## config.mk

```make
export PLATFORM = sky130hd
export DESIGN_NAME = square_channel
export DESIGN_NICKNAME = d
export VERILOG_FILES = /design/src/rtl/square_channel.sv
export SDC_FILE = /design/constraint.sdc
export NUM_CORES = 1
export LEC_CHECK = 0
export BUFFER_PORTS_ARGS = -buffer_cell sky130_fd_sc_hd__buf_2
export CAP_MARGIN = 30
export CELL_PAD_IN_SITES_DETAIL_PLACEMENT = 0
export CELL_PAD_IN_SITES_GLOBAL_PLACEMENT = 2
export CORE_AREA = 2 2 160 147
export DETAILED_ROUTE_END_ITERATION = 10
export DIE_AREA = 0 0 162 149
export PLACE_DENSITY = 0.79
export SYNTH_ARGS = -nofsm -noshare
export SYNTH_HDL_FRONTEND = slang
export SYNTH_SLANG_ARGS = --single-unit
```

## constraint.sdc

```tcl
create_clock -name system_clock -period 6.8 [get_ports system_clock]
set_input_delay 0 -clock system_clock [delete_from_list [all_inputs] [get_ports system_clock]]
set_output_delay 0 -clock system_clock [all_outputs]
set_load 0.1 [all_outputs]
```

## src/rtl/square_channel.sv

```systemverilog
// Pulse-wave APU channel: duty sequencer, length counter, volume envelope and optional sweep.
// All timing is clock-enable based on system_clock; frame_tick drives the slow units.
module square_channel #(
  parameter int PRESCALE  = 48,
  parameter int OUT_W     = 24,
  parameter bit HAS_SWEEP = 1'b1
) (
  input  logic                    system_clock,
  input  logic                    reset,
  input  logic                    frame_tick,
  input  logic [7:0]              NRx0,
  input  logic [7:0]              NRx1,
  input  logic [7:0]              NRx2,
  input  logic [7:0]              NRx3,
  input  logic [7:0]              NRx4,
  input  logic                    trigger,
  input  logic                    length_load,
  input  logic                    enable,
  output logic signed [OUT_W-1:0] wave,
  output logic                    active
);
  localparam int TW = $clog2(2048 * PRESCALE) + 1;

  logic [TW-1:0]    timer_q, timer_d;
  logic [2:0]       duty_step_q, duty_step_d;
  logic [2:0]       frame_step_q, frame_step_d;
  logic [6:0]       length_q, length_d;
  logic [3:0]       volume_q, volume_d;
  logic [2:0]       env_count_q, env_count_d;
  logic [3:0]       sweep_count_q, sweep_count_d;
  logic [10:0]      shadow_q, shadow_d;
  logic             sweep_en_q, sweep_en_d;
  logic             active_q, active_d;
  logic [OUT_W-1:0] wave_q, wave_d;

  logic [10:0]      f_reg, f_cur;
  logic [2:0]       sw_period, sw_shift;
  logic             sw_negate;
  logic             len_clk, sw_clk, env_clk;
  logic [11:0]      sw_new, sw_new2, trig_new;
  logic [7:0]       duty_pat;
  logic [OUT_W-1:0] mag;
  logic             unused_bits;

  function automatic logic [TW-1:0] period_cycles(input logic [10:0] f);
    logic [11:0] units;
    units = 12'd2048 - {1'b0, f};
    return TW'(units) * TW'(PRESCALE);
  endfunction

  // 12-bit result so bit 11 flags overflow past 2047
  function automatic logic [11:0] sweep_calc(input logic [10:0] s, input logic neg,
                                             input logic [2:0] sh);
    logic [11:0] delta;
    delta = {1'b0, s} >> sh;
    return neg ? ({1'b0, s} - delta) : ({1'b0, s} + delta);
  endfunction

  assign f_reg     = {NRx4[2:0], NRx3};
  assign f_cur     = HAS_SWEEP ? shadow_q : f_reg;
  assign sw_period = NRx0[6:4];
  assign sw_negate = NRx0[3];
  assign sw_shift  = NRx0[2:0];

  // A trigger in the same cycle suppresses every frame-sequencer clock
  assign len_clk = frame_tick & ~trigger & ~frame_step_q[0];
  assign sw_clk  = frame_tick & ~trigger & (frame_step_q[1:0] == 2'b10);
  assign env_clk = frame_tick & ~trigger & (frame_step_q == 3'd7);

  assign sw_new   = sweep_calc(shadow_q, sw_negate, sw_shift);
  assign sw_new2  = sweep_calc(sw_new[10:0], sw_negate, sw_shift);
  assign trig_new = sweep_calc(f_reg, sw_negate, sw_shift);

  assign unused_bits = ^{NRx0[7], NRx4[7], NRx4[5:3], sw_new2[10:0], trig_new[10:0]};

  always_comb begin
    duty_pat = 8'b0000_0001;
    case (NRx1[7:6])
      2'b00: duty_pat = 8'b0000_0001;
      2'b01: duty_pat = 8'b1000_0001;
      2'b10: duty_pat = 8'b1000_0111;
      2'b11: duty_pat = 8'b0111_1110;
      default: duty_pat = 8'b0000_0001;
    endcase
  end

  always_comb begin
    timer_d       = timer_q;
    duty_step_d   = duty_step_q;
    frame_step_d  = frame_step_q;
    length_d      = length_q;
    volume_d      = volume_q;
    env_count_d   = env_count_q;
    sweep_count_d = sweep_count_q;
    shadow_d      = shadow_q;
    sweep_en_d    = sweep_en_q;
    active_d      = active_q;
    mag           = OUT_W'(volume_q) << (OUT_W - 5);

    if (trigger) begin
      timer_d = period_cycles(f_reg);
    end else if (timer_q <= TW'(1)) begin
      timer_d     = period_cycles(f_cur);
      duty_step_d = duty_step_q + 3'd1;
    end else begin
      timer_d = timer_q - TW'(1);
    end

    if (frame_tick) frame_step_d = frame_step_q + 3'd1;

    if (length_load) begin
      length_d = 7'd64 - {1'b0, NRx1[5:0]};
    end else if (len_clk && NRx4[6] && length_q != 7'd0) begin
      length_d = length_q - 7'd1;
      if (length_q == 7'd1) active_d = 1'b0;
    end

    if (env_clk && NRx2[2:0] != 3'd0) begin
      if (env_count_q <= 3'd1) begin
        env_count_d = NRx2[2:0];
        if (NRx2[3] && volume_q != 4'd15)     volume_d = volume_q + 4'd1;
        else if (!NRx2[3] && volume_q != 4'd0) volume_d = volume_q - 4'd1;
      end else begin
        env_count_d = env_count_q - 3'd1;
      end
    end

    if (HAS_SWEEP && sw_clk && sweep_en_q) begin
      if (sweep_count_q <= 4'd1) begin
        sweep_count_d = (sw_period == 3'd0) ? 4'd8 : {1'b0, sw_period};
        if (sw_period != 3'd0) begin
          if (sw_new[11]) begin
            active_d = 1'b0;
          end else if (sw_shift != 3'd0) begin
            shadow_d = sw_new[10:0];
            if (sw_new2[11]) active_d = 1'b0;
          end
        end
      end else begin
        sweep_count_d = sweep_count_q - 4'd1;
      end
    end

    if (trigger) begin
      active_d    = 1'b1;
      if (length_d == 7'd0) length_d = 7'd64;
      volume_d    = NRx2[7:4];
      env_count_d = NRx2[2:0];
      if (HAS_SWEEP) begin
        shadow_d      = f_reg;
        sweep_count_d = (sw_period == 3'd0) ? 4'd8 : {1'b0, sw_period};
        sweep_en_d    = (sw_period != 3'd0) || (sw_shift != 3'd0);
        if (sw_shift != 3'd0 && trig_new[11]) active_d = 1'b0;
      end
    end

    if (NRx2[7:3] == 5'd0) active_d = 1'b0;

    if (!active_q)                  wave_d = '0;
    else if (duty_pat[duty_step_q]) wave_d = mag;
    else                            wave_d = '0 - mag;

    if (!enable) begin
      timer_d       = '0;
      duty_step_d   = '0;
      frame_step_d  = '0;
      length_d      = '0;
      volume_d      = '0;
      env_count_d   = '0;
      sweep_count_d = '0;
      shadow_d      = '0;
      sweep_en_d    = 1'b0;
      active_d      = 1'b0;
      wave_d        = '0;
    end
  end

  always_ff @(posedge system_clock or posedge reset) begin
    if (reset) begin
      timer_q       <= '0;
      duty_step_q   <= '0;
      frame_step_q  <= '0;
      length_q      <= '0;
      volume_q      <= '0;
      env_count_q   <= '0;
      sweep_count_q <= '0;
      shadow_q      <= '0;
      sweep_en_q    <= 1'b0;
      active_q      <= 1'b0;
      wave_q        <= '0;
    end else begin
      timer_q       <= timer_d;
      duty_step_q   <= duty_step_d;
      frame_step_q  <= frame_step_d;
      length_q      <= length_d;
      volume_q      <= volume_d;
      env_count_q   <= env_count_d;
      sweep_count_q <= sweep_count_d;
      shadow_q      <= shadow_d;
      sweep_en_q    <= sweep_en_d;
      active_q      <= active_d;
      wave_q        <= wave_d;
    end
  end

  assign wave   = wave_q;
  assign active = active_q;
endmodule
```

Yosys cells after proc, flatten, opt, wreduce, memory -nomap -nowiden --
Index checks and enable logic that the tools add are counted.
Cells by class: add/subtract/negate cells 18, multipliers 2, magnitude comparators 4, equality and inequality tests 19, shift operators 3, muxes and demuxes 59, bitwise logic cells 6, reductions and logical operators 21
Operator list (count):
- $mux W11 | 7
- $mux W24 | 3
- $mux W18 | 3
- $mux W4 | 11
- $add A11 B12 Y12 | 3
- $mux W12 | 3
- $shr A11 B3 Y12 | 3
- $sub A11 B12 Y12 | 3
- $mux W7 | 5
- $pmux W8 S4 | 1
- $mul A12 B2 Y14 const B | 2
- $mux W3 | 9
- $sub A1 B23 Y24 const A | 1
- $sub A12 B11 Y12 const A | 2
- $le A18 B1 Y1 const B | 1
- $ne A3 B2 Y1 const B | 6
- $sub A18 B1 Y18 const B | 1
- $mux W1 | 16
- $reduce_bool A3 Y1 | 3
- $sub A4 B1 Y4 const B | 2
- $eq A7 B1 Y1 const B | 1
- $logic_and A1 B1 Y1 | 7
- $logic_not A7 Y1 | 1
- $reduce_bool A7 Y1 | 1
- other kinds (28) | 37
Word-level totals: flip-flop bits (word level) 79, input bits 46, output and inout port bits 25, logic and storage cells 143

Logic depth before layout (Yosys ltp) --
Gate-level depths: netlist of the first run.
depth in word-level cells 16, mapped depth 32

Worst setup path after synthesis of the first run --
Ideal clock, no wire load.
kind register -> register, start point reg shadow_q[0] (netlist: f_cur[0]), end point reg active_q (netlist: active), setup time 0.124 ns, arrival time 5.483 ns, required time 6.676 ns, path slack 1.193 ns, cell stages (with the launch flop) 29, buffers on the path 2, period minus slack after synthesis 5.607 ns, cells stage by stage dfrtp_1 -> clkbuf_1 -> mux4_2 -> mux2i_1 -> ha_1 -> nand3_1 -> nor3_1 -> nor2_1 -> xor2_1 -> ha_1 -> buf_2 -> a21oi_2 -> a2bb2oi_1 -> o21ai_0 -> o21ai_0 -> o21a_1 -> nor2_1 -> o21ai_0 -> ha_1 -> nor2_1 -> xor2_1 -> ha_1 -> a2111oi_0 -> a221oi_1 -> o221a_2 -> o211ai_1 -> a2bb2oi_1 -> mux2i_1 -> o31a_1
Between the ends: longest elaborated chain between the ends 15
RTL lines:
- from (decl) | line 31 | logic [10:0] shadow_q, shadow_d;
- from (signal assigned) | line 199 | shadow_q <= shadow_d;
- $shr A11 B3 Y12 | line 55 | delta = {1'b0, s} >> sh;
- $add A11 B12 Y12 or $sub A11 B12 Y12 (tied branches) | line 56 | return neg ? ({1'b0, s} - delta) : ({1'b0, s} + delta);
- $mux W12 * | line 56
- $shr A11 B3 Y12 | line 55
- $add A11 B12 Y12 or $sub A11 B12 Y12 (tied branches) | line 56
- $mux W12 | line 56
- $mux W1 | line 136 | if (sw_new2[11]) active_d = 1'b0;
- $mux W1 | line 134 | end else if (sw_shift != 3'd0) begin
- $mux W1 * | line 132 | if (sw_new[11]) begin
- $mux W1 * | line 131 | if (sw_period != 3'd0) begin
- $mux W1 * | line 129 | if (sweep_count_q <= 4'd1) begin
- $mux W1 * | line 128 | if (HAS_SWEEP && sw_clk && sweep_en_q) begin
- $mux W1 * | line 144 | if (trigger) begin
- $mux W1 * | line 157 | if (NRx2[7:3] == 5'd0) active_d = 1'b0;
- $mux W1 * | line 163 | if (!enable) begin
- via active_d | line 33 | logic active_q, active_d;
- to (signal assigned) | line 201 | active_q <= active_d;
- to (decl) | line 33
Mark *: on every way through the listed nets, which the timed path passes. The rest lies on a longest branch. A chain may end at the register's enable or synchronous reset.

Worst setup path in the final report of the first run --
start point reg shadow_q[5] (netlist: f_cur[5]), end point reg active_q (netlist: active)
The elaborated chain is that of the path after synthesis.

==> results of run 1 <==
## through the flow
step	setup slack [ns]	hold WS [ns]
global route	0.0454	0.0401
detailed placement	0.481	0.293
floorplan	1.19	0.167
finish	0.504	0.00886
CTS	0.465	0.00374
global placement	0.459	0.286
## power breakdown
group | internal [mW] | switching (mW)
sequential | 0.409 | 0.0758
clock | 0.312 | 0.171
combinational | 1.14 | 1.63
total | 1.86 | 1.88
## registers in the layout, summed over array words and instances, names as in the netlist
signal	flops
active	1
sweep_en_q	1
wave	5
frame_step_q	3
length_q	7
f_cur	11
sweep_count_q	4
duty_step_q	3
volume_q	4
env_count_q	3
timer_q	18
## routing by layer
layer / routed length, um / part of all wire / vias up / track usage
met5: 0 / 0 / - / 0
met2: 10400 / 0.44 / 180 / 0.308
met1: 11900 / 0.51 / 3565 / 0.294
met3: 1010 / 0.043 / 15 / 0.0236
met4: 231 / 0.0098 / 0 / 0.0416
li1: - / - / 3856 / -
## how the worst max path moves through the flow
stage	startpoint	to	slack, ns	cells after the start
final	f_cur[5]$_DFFE_PP0P_	active$_DFF_PP0_	0.50	26
after global routing	f_cur[5]$_DFFE_PP0P_	active$_DFF_PP0_	0.05	26
after CTS	f_cur[5]$_DFFE_PP0P_	active$_DFF_PP0_	0.46	27
after detailed placement	f_cur[5]$_DFFE_PP0P_	active$_DFF_PP0_	0.48	27
after global placement	f_cur[5]$_DFFE_PP0P_	active$_DFF_PP0_	0.46	27
after floorplan	f_cur[0]$_DFFE_PP0P_	active$_DFF_PP0_	1.19	28
## logic make-up (layout without fill, tap and decap cells)
kind of cell / count (synthesis) / count (layout) / share of synthesized area
and+or+nand+nor: 357 / 357 / 0.210
AOI/OAI and AO/OA: 282 / 282 / 0.221
buffers and inverters: 128 / 158 / 0.0705
xor gates and xnor gates: 97 / 97 / 0.104
adders and majority gates: 84 / 84 / 0.132
DFF: 60 / 60 / 0.184
muxes: 54 / 54 / 0.0783
other: 1 / 19 / 0.000458
## synthesized netlist by cell type, drive strengths merged, types with 10 or more instances
library cell	count	share of area
mux2	10	0.014
nor2	118	0.054
nor2b	17	0.013
a211oi	19	0.018
a21oi	90	0.056
o21bai	13	0.012
o21a	11	0.010
ha	79	0.12
a31oi	11	0.0084
xor2	40	0.043
nand3	21	0.013
nor3	30	0.020
nand2b	12	0.0092
nand2	96	0.045
mux2i	37	0.045
clkbuf	31	0.014
o21ai	64	0.039
inv	61	0.028
dfrtp	60	0.18
xnor2	57	0.061
a21o	12	0.012
buf	34	0.027
## layout make-up
cell class / instances / share of cell area
multi-input combinational: 893 / 0.679
sequential: 60 / 0.165
timing repair buffer: 80 / 0.0551
tap: 302 / 0.0414
clock buffer: 12 / 0.0292
inverter: 63 / 0.0259
clock inverter: 3 / 0.00494
## timing repair
action / CTS / global route
endpoints found under the setup margin: 0 / 1
hold endpoints to repair: 66 / 0
resized for setup: 0 / 6
hold buffers: 7 / 0
## critical path, stage by stage, from the launching register on
cell,delay (ns)
dfrtp_1,0.48
mux4_2,0.52
mux2i_1,0.23
and3_1,0.21
nor3b_2,0.27
nand3_1,0.13
nor3_2,0.25
nor2_1,0.08
xnor2_1,0.13
ha_1,0.35
nor2_1,0.05
mux2_2,0.26
a211o_1,0.35
nor3_4,0.16
a2bb2oi_1,0.27
a22o_1,0.24
and4_1,0.30
a21oi_1,0.10
xnor2_1,0.13
ha_1,0.29
nand4_1,0.13
a221oi_2,0.26
o221a_2,0.26
o211ai_1,0.10
a2bb2oi_1,0.22
mux2i_1,0.11
o31a_1,0.29
==> impl_metrics.yaml, run 1 <==
run_status:
  outcome: "completed"
clocking:
  clock_latency_ns: 0.34
  cts_tree: "done"
  clk_pin_slew_ns: 0.06
  clockRootBuffer: "clkbuf_16"
  post_cts_buffers: 0
  cts_buffers: 9
  htree_levels: 3
  clock-sinks: 60
  clk_path_buf_depth: 2
final_layout:
  multi_input_area_mm2: 0.00620
  layout_common_cells: "nor2_1 (118), nand2_1 (95), a21oi_1 (88)"
  fin_cells: 1413
  syn_to_final_growth_pct: 11.6
  fill_cells: 2412
  final_common_cell: "nor2_1"
  nets: 1236
  fin_util: 0.402
  diodes: 0
  layout-drive-gt1-share: 0.116
  regArea_mm2: 0.00150
  final_cell_area_mm2: 0.00913
synthesis:
  synth_top_flop_cell: "dfrtp_1"
  yosysSeqAreaShare: 0.184
  avgSynthCellArea_um2: 7.69
  synthArstFlopShare: 1.00
  synth_cell_types: 86
  synth_edf_count: 0
  synth-seq-cells: 60
  syn_inst: 1063
  ys_warn_count: 0
  syn_area_mm2: 0.00818
sta:
  period_share: 0.926
  slew_viol_final: 0
  fmax_ghz: 0.159
  fin_setup_tns_ns: 0
  hold_viol_final: 0
  tightest_slew_ns: 1.01
  rsz0062_at_grt: "no"
  final.min_clock_period_ns: 6.30
  slew_headroom: 0.323
  skew_ns: 0.0104
  setup_violations: 0
critical_path:
  worstSetupPathType: "reg -> reg"
  end_kind: "register"
  cp_data_arrival_time_ns: 6.52
  start_kind: "register"
  reg2reg_slack_ns: 0.50
  r2r_cells: 26
  critPathMaxFanout: 8
  required_ns: 7.02
  reg2reg_from: "f_cur[5]$_DFFE_PP0P_"
  regToRegEndpoint: "active$_DFF_PP0_"
global_route:
  grtUsageTotal: 0.198
  grt_max_degree: 67
  grt_pass1_vias: 7179
  gr-total-overflow: 0
  antenna_found_initial: 0
  grt_first_pass_wirelength_um: 38500
hold_path:
  worstHoldPathCells: 3
  min-delay-start: "frame_tick"
  worstHoldPathType: "in -> reg"
  hold_end: "frame_step_q[0]$_DFFE_PP0P_"
power:
  vdd_drop_max_uv: 159
  totalPowerFinal_mw: 3.74
  p_per_area_mw_per_mm2: 410
  power_leakage_nw: 4.10
floorplanning:
  ioPinCount: 71
  fp.coreArea_mm2: 0.0227
  dieArea_mm2: 0.0241
  start_util: 0.361
  die_w_um: 162
  rows: 53
  die_h_um: 149
routing:
  vias_per_cell: 5.39
  wirelength_um: 23500
  drtIter0Drc: 732
  ant_nets: 0
  routedWlPerCell_um: 16.6
  num_vias: 7616
  drc: 0
  firstDrtPassIters: 5
place:
  postPlaceCellArea_mm2: 0.00872
  gp_congestion: 0.780
  portBuffers: 46
  place_inst: 1391
  dp_hpwl_um: 18100
run:
  maxCapViolCount: 0
No activity file was read; power rests on OpenSTA's default activity.
==> inputs of run 2 (changes only) <==
HOLD_SLACK_MARGIN = 0.02   (was unset)
RECOVER_POWER = 50   (was unset)
==> impl_metrics.yaml, run 2 (synthesis gave the netlist of run 1 again) <==
run_status:
  outcome: "complete, but fails checks"
  violations: "max-capacitance violations, max-slew violations"
clocking:
  post_cts_buffers: 0
  cts_tree: "done"
  clk_path_buf_depth: 2
  clk_pin_slew_ns: 0.05
  clock_latency_ns: 0.34
  clock-sinks: 60
  clockRootBuffer: "clkbuf_16"
  htree_levels: 3
  cts_buffers: 9
critical_path:
  worst_path_largest_cell_delay_ns: 0.52
  cp_data_arrival_time_ns: 6.53
  cp_slowest_cell: "mux4_2"
  critPathMaxFanout: 8
  worstSetupPathType: "reg -> reg"
  end_kind: "register"
  required_ns: 7.02
  start_kind: "register"
final_layout:
  layout_common_cells: "nor2_1 (118), nand2_1 (95), a21oi_1 (88)"
  diodes: 0
  largest_reg_flops: 18
  syn_to_final_growth_pct: 11.7
  largest_register: "timer_q"
  final_common_cell: "nor2_1"
  layout-drive-gt1-share: 0.109
  nets: 1238
  fill_cells: 2413
power:
  p_int_mw: 1.86
  p_per_area_mw_per_mm2: 409
  p_seq_frac: 0.130
  power_leakage_nw: 4.07
  p_clk_frac: 0.129
  p_comb_frac: 0.741
  vdd_drop_max_uv: 159
  swShare: 0.501
  switchingPower_mw: 1.87
sta:
  slew_headroom: -1.30
  period_share: 0.927
  tightest_slew_ns: 3.45
  fmax_ghz: 0.159
  final.min_clock_period_ns: 6.30
  postLayoutSetupSlackWorst_ns: 0.499
  hold_viol_final: 0
  setup_violations: 0
  fin_setup_tns_ns: 0
  rsz0062_at_grt: "no"
  slew_viol_final: 61
  skew_ns: 0.0105
global_route:
  grt_first_pass_wirelength_um: 38500
  grtUsageMet1: 0.294
  grt_max_degree: 67
  grtUsageTotal: 0.198
  busiest_layer: "met2"
  antenna_found_initial: 0
  gr-total-overflow: 0
  grt_pass1_vias: 7191
  grtUsageMet3: 0.0236
  grt_use_met2: 0.309
routing:
  drtIter0Drc: 719
  wirelength_um: 23500
  vias_per_cell: 5.37
  firstDrtPassIters: 5
  routedWlPerCell_um: 16.6
  drc: 0
  ant_nets: 0
  num_vias: 7599
floorplanning:
  fp.coreArea_mm2: 0.0227
  die_h_um: 149
  die_w_um: 162
  rows: 53
  ioPinCount: 71
  dieArea_mm2: 0.0241
  start_util: 0.361
place:
  dp_hpwl_um: 18100
  portBuffers: 46
  post-place-ws_ns: 0.481
  gp_congestion: 0.780
hold_path:
  worstHoldPathType: "in -> reg"
run:
  maxCapViolCount: 1
run 2: cell types whose count changed in the layout (fill, tap and decap cells not counted), sizes merged:
cell,change
dlygate4sd3,+2
buf,-7
clkbuf,+7
inv,-1
clkinv,+1
run 2: critical path: cells and delay by family, from the launching register on:
family                     cells  cell delay [ns]
xor gates and xnor gates       2             0.26
adders and majority gates      2             0.64
AOI/OAI and AO/OA              9             2.11
and+or+nand+nor                9             1.58
DFF                            1             0.48
muxes                          4             1.12
run 2: final cells by class:
class | count | area, um^2 | share of cell area
inverters | 63 | 236 | 0.0259
repair buffers | 82 | 512 | 0.0560
flip-flops and latches | 60 | 1500 | 0.164
clock inverters | 3 | 45.0 | 0.00493
well taps | 302 | 378 | 0.0414
clock buffers | 12 | 267 | 0.0292
multi-input cells | 893 | 6200 | 0.678
run 2: worst paths after layout:
check,startpoint,end,slack [ns],cells after the start
min in group asynchronous,reset,duty_step_q[0]$_DFFE_PP0P_,1.52,4
worst min register to register,env_count_q[1]$_DFFE_PP0P_,env_count_q[1]$_DFFE_PP0P_,0.53,2
worst min-delay path,NRx0[5],sweep_count_q[1]$_DFFE_PP0P_,0.03,3
worst max-delay path,f_cur[5]$_DFFE_PP0P_,active$_DFF_PP0_,0.50,26
max in group asynchronous,reset,f_cur[9]$_DFFE_PP0P_,3.32,4
worst max register to register,f_cur[5]$_DFFE_PP0P_,active$_DFF_PP0_,0.50,26
run 2: through the flow:
step | util | instances | power, mW | hold WS, ns | instance area (um^2)
finish | 0.403 | 1415 | 3.74 | 0.0274 | 9140
global route | 0.403 | 1415 | 4.10 | 0.0482 | 9140
CTS | 0.402 | 1415 | 3.72 | 0.0214 | 9120
detailed placement | 0.384 | 1391 | 3.21 | 0.293 | 8720
global placement | 0.384 | 1391 | 3.22 | 0.286 | 8720
floorplan | - | 1081 | 2.54 | 0.167 | 8250
run 2: what timing repair did:
item | 4_1_cts | 5_1_grt
endpoints found under the hold margin | 70 | 0
endpoints found under the setup margin | 0 | 1
resized for setup | 0 | 6
hold buffers | 9 | 0
run 2: layer usage:
layer | routed length [um] | vias to the layer above
met4 | 270 | 0
met5 | 0 | -
met3 | 1070 | 17
li1 | - | 3856
met1 | 11800 | 3552
met2 | 10300 | 174
run 2: power groups by stage:
stage	registers [mW]	clock network [mW]	logic (mW)
after floorplan	0.477	0	2.07
after global placement	0.490	0	2.73
after detailed placement	0.490	0	2.72
after CTS	0.485	0.493	2.75
after global routing	0.496	0.507	3.10
final	0.485	0.482	2.77
==> inputs of run 3 (changes only) <==
ABC_AREA = 1   (was unset)
CORE_AREA = 2 2 166 152   (was 2 2 160 147)
DIE_AREA = 0 0 168 154   (was 0 0 162 149)
PLACE_DENSITY = 0.78   (was 0.79)
==> impl_metrics.yaml, run 3 <==
run_status:
  outcome: "complete, but fails checks"
  violations: "max-capacitance violations, max-slew violations"
floorplanning:
  dieArea_mm2: 0.0259
  start_util: 0.338
  die_w_um: 168
  die_h_um: 154
  fp.coreArea_mm2: 0.0240
  rows: 54
  ioPinCount: 71
clocking:
  clk_path_buf_depth: 2
  clk_pin_slew_ns: 0.06
  clockRootBuffer: "clkbuf_16"
  cts_buffers: 9
  clock_latency_ns: 0.35
  htree_levels: 3
  cts_tree: "done"
  clock-sinks: 60
  post_cts_buffers: 0
critical_path:
  critPathMaxFanout: 5
  worstSetupPathType: "reg -> reg"
  critPathBufInv: 4
  reg2reg_slack_ns: 1.08
  cp_slowest_cell: "fa_1"
  regToRegEndpoint: "active$_DFF_PP0_"
  r2r_cells: 40
  cp_data_arrival_time_ns: 6.00
  reg2reg_from: "f_cur[3]$_DFFE_PP0P_"
  worst_path_largest_cell_delay_ns: 0.44
  cp_common_cell: "nand2_1"
  crit_family: "simple AND/OR/NAND/NOR gates"
  start_kind: "register"
  end_kind: "register"
  required_ns: 7.07
sta:
  slew_viol_final: 61
  period_share: 0.842
  final.min_clock_period_ns: 5.72
  slew_headroom: -1.37
  skew_ns: 0.0133
  rsz0062_at_grt: "no"
  tightest_slew_ns: 3.56
  fmax_ghz: 0.175
  fin_setup_tns_ns: 0
  hold_viol_final: 0
  setup_violations: 0
synthesis:
  ys_warn_count: 0
  avgSynthCellArea_um2: 6.47
  synth_cell_types: 56
  synth-seq-cells: 60
  syn_area_mm2: 0.00811
  synth_most_common_cell: "nand2_1"
  synthArstFlopShare: 1.00
  synth_area_leader_cell: "dfrtp_1"
  synth_top_flop_cell: "dfrtp_1"
  syn_inst: 1253
  yosysSeqAreaShare: 0.185
  synthTopCellsByArea: "dfrtp_1 (19%), nand2_1 (13%), ha_1 (12%)"
  synth_top_area_share: 0.185
  synth_edf_count: 0
  netlist_top_cells_count: "nand2_1 (272), inv_1 (192), nor2_1 (122), nand3_1 (87), o21ai_0 (84)"
place:
  gp_congestion: 0.803
  postPlaceCellArea_mm2: 0.00852
  portBuffers: 46
  dp_hpwl_um: 19600
global_route:
  grt_max_degree: 61
  grt_first_pass_wirelength_um: 39500
  grtUsageTotal: 0.192
  antenna_found_initial: 0
  gr-total-overflow: 0
  grt_pass1_vias: 7507
hold_path:
  hold_end: "volume_q[1]$_DFFE_PP0P_"
  worstHoldPathCells: 3
  min-delay-start: "NRx2[5]"
  worstHoldPathType: "in -> reg"
run:
  maxCapViolCount: 1
routing:
  drc: 0
  vias_per_cell: 4.82
  drtIter0Drc: 399
  firstDrtPassIters: 5
  wirelength_um: 24300
  route.met2.wl_um: 10700
  wl_met1_um: 12600
  top_layer: "met4"
  routedWlPerCell_um: 15.1
  dr_wl_met3_um: 708
  num_vias: 7767
  ant_nets: 0
final_layout:
  nets: 1428
  fill_cells: 2686
  syn_to_final_growth_pct: 10.5
  final_cell_area_mm2: 0.00896
  layout_common_cells: "nand2_1 (272), inv_1 (192), nor2_1 (122)"
  layout-drive-gt1-share: 0.0905
  final_common_cell: "nand2_1"
  largest_register: "timer_q"
  largest_reg_flops: 18
  diodes: 0
power:
  power_leakage_nw: 4.67
  vdd_drop_max_uv: 126
  p_per_area_mw_per_mm2: 297
  totalPowerFinal_mw: 2.66
run 3: changes by cell type in the layout (fill, tap and decap cells not counted), moves of 32 or more:
cell,delta
nand3_1,+66
mux2i_1,-35
a21oi_1,-35
xnor2_1,-32
nand2_1,+177
inv_1,+134
run 3: cells by family (layout without fill, tap and decap cells):
kind of cell,Yosys count,count (layout),synth area share
AOI/OAI and AO/OA,235,235,0.175
xor gates and xnor gates,72,72,0.0787
adders and majority gates,83,83,0.132
buffers and inverters,248,281,0.132
DFF,60,60,0.185
muxes,2,2,0.00247
other,1,19,0.000463
and+or+nand+nor,552,552,0.295
run 3: layout make-up:
cell class	count	area, um^2	area share
tap	308	385	0.0430
timing repair buffer	65	392	0.0437
inverter	200	751	0.0838
sequential	60	1500	0.168
clock inverter	7	98.8	0.0110
multi-input combinational	963	5600	0.626
clock buffer	9	225	0.0251
run 3: how the worst max path moves through the flow:
stage | cells after the start | to | start
after CTS | 40 | active$_DFF_PP0_ | f_cur[3]$_DFFE_PP0P_
after detailed placement | 41 | active$_DFF_PP0_ | NRx0[0]
after floorplan | 42 | active$_DFF_PP0_ | f_cur[3]$_DFFE_PP0P_
after global placement | 40 | active$_DFF_PP0_ | NRx0[0]
final | 40 | active$_DFF_PP0_ | f_cur[3]$_DFFE_PP0P_
after global routing | 40 | active$_DFF_PP0_ | f_cur[3]$_DFFE_PP0P_
run 3: metrics by stage:
step           cells   util  setup WS [ns]  hold WS, ns
6_report        1612  0.373           1.08       0.0408
3_3_place_gp    1584  0.355           1.02        0.265
5_1_grt         1612  0.373          0.370       0.0794
3_5_place_dp    1584  0.355           1.02        0.264
2_1_floorplan   1271      -           2.01        0.140
4_1_cts         1612  0.374           1.09       0.0376
run 3: what timing repair did:
item / in CTS / in global routing
hold endpoints to repair: 73 / 0
gates resized for setup: 0 / 0
hold buffers: 12 / 0
run 3: layer usage:
layer	track usage	up-vias
li1	-	4157
met1	0.273	3490
met2	0.311	104
met3	0.0219	16
met4	0.0435	0
met5	0	-
run 3: worst reg2reg max path, delay by kind of cell (launching register included):
family          cells  cell delay (ns)
compound gates      8             1.15
xor+xnor            1             0.18
fa+ha+maj           4             1.23
buf+inv             4             0.42
flops               1             0.43
simple gates       23             2.29
run 3: power breakdown:
group	switching, mW	internal (mW)
Sequential	0.0582	0.404
Clock	0.198	0.323
Combinational	1.09	0.584
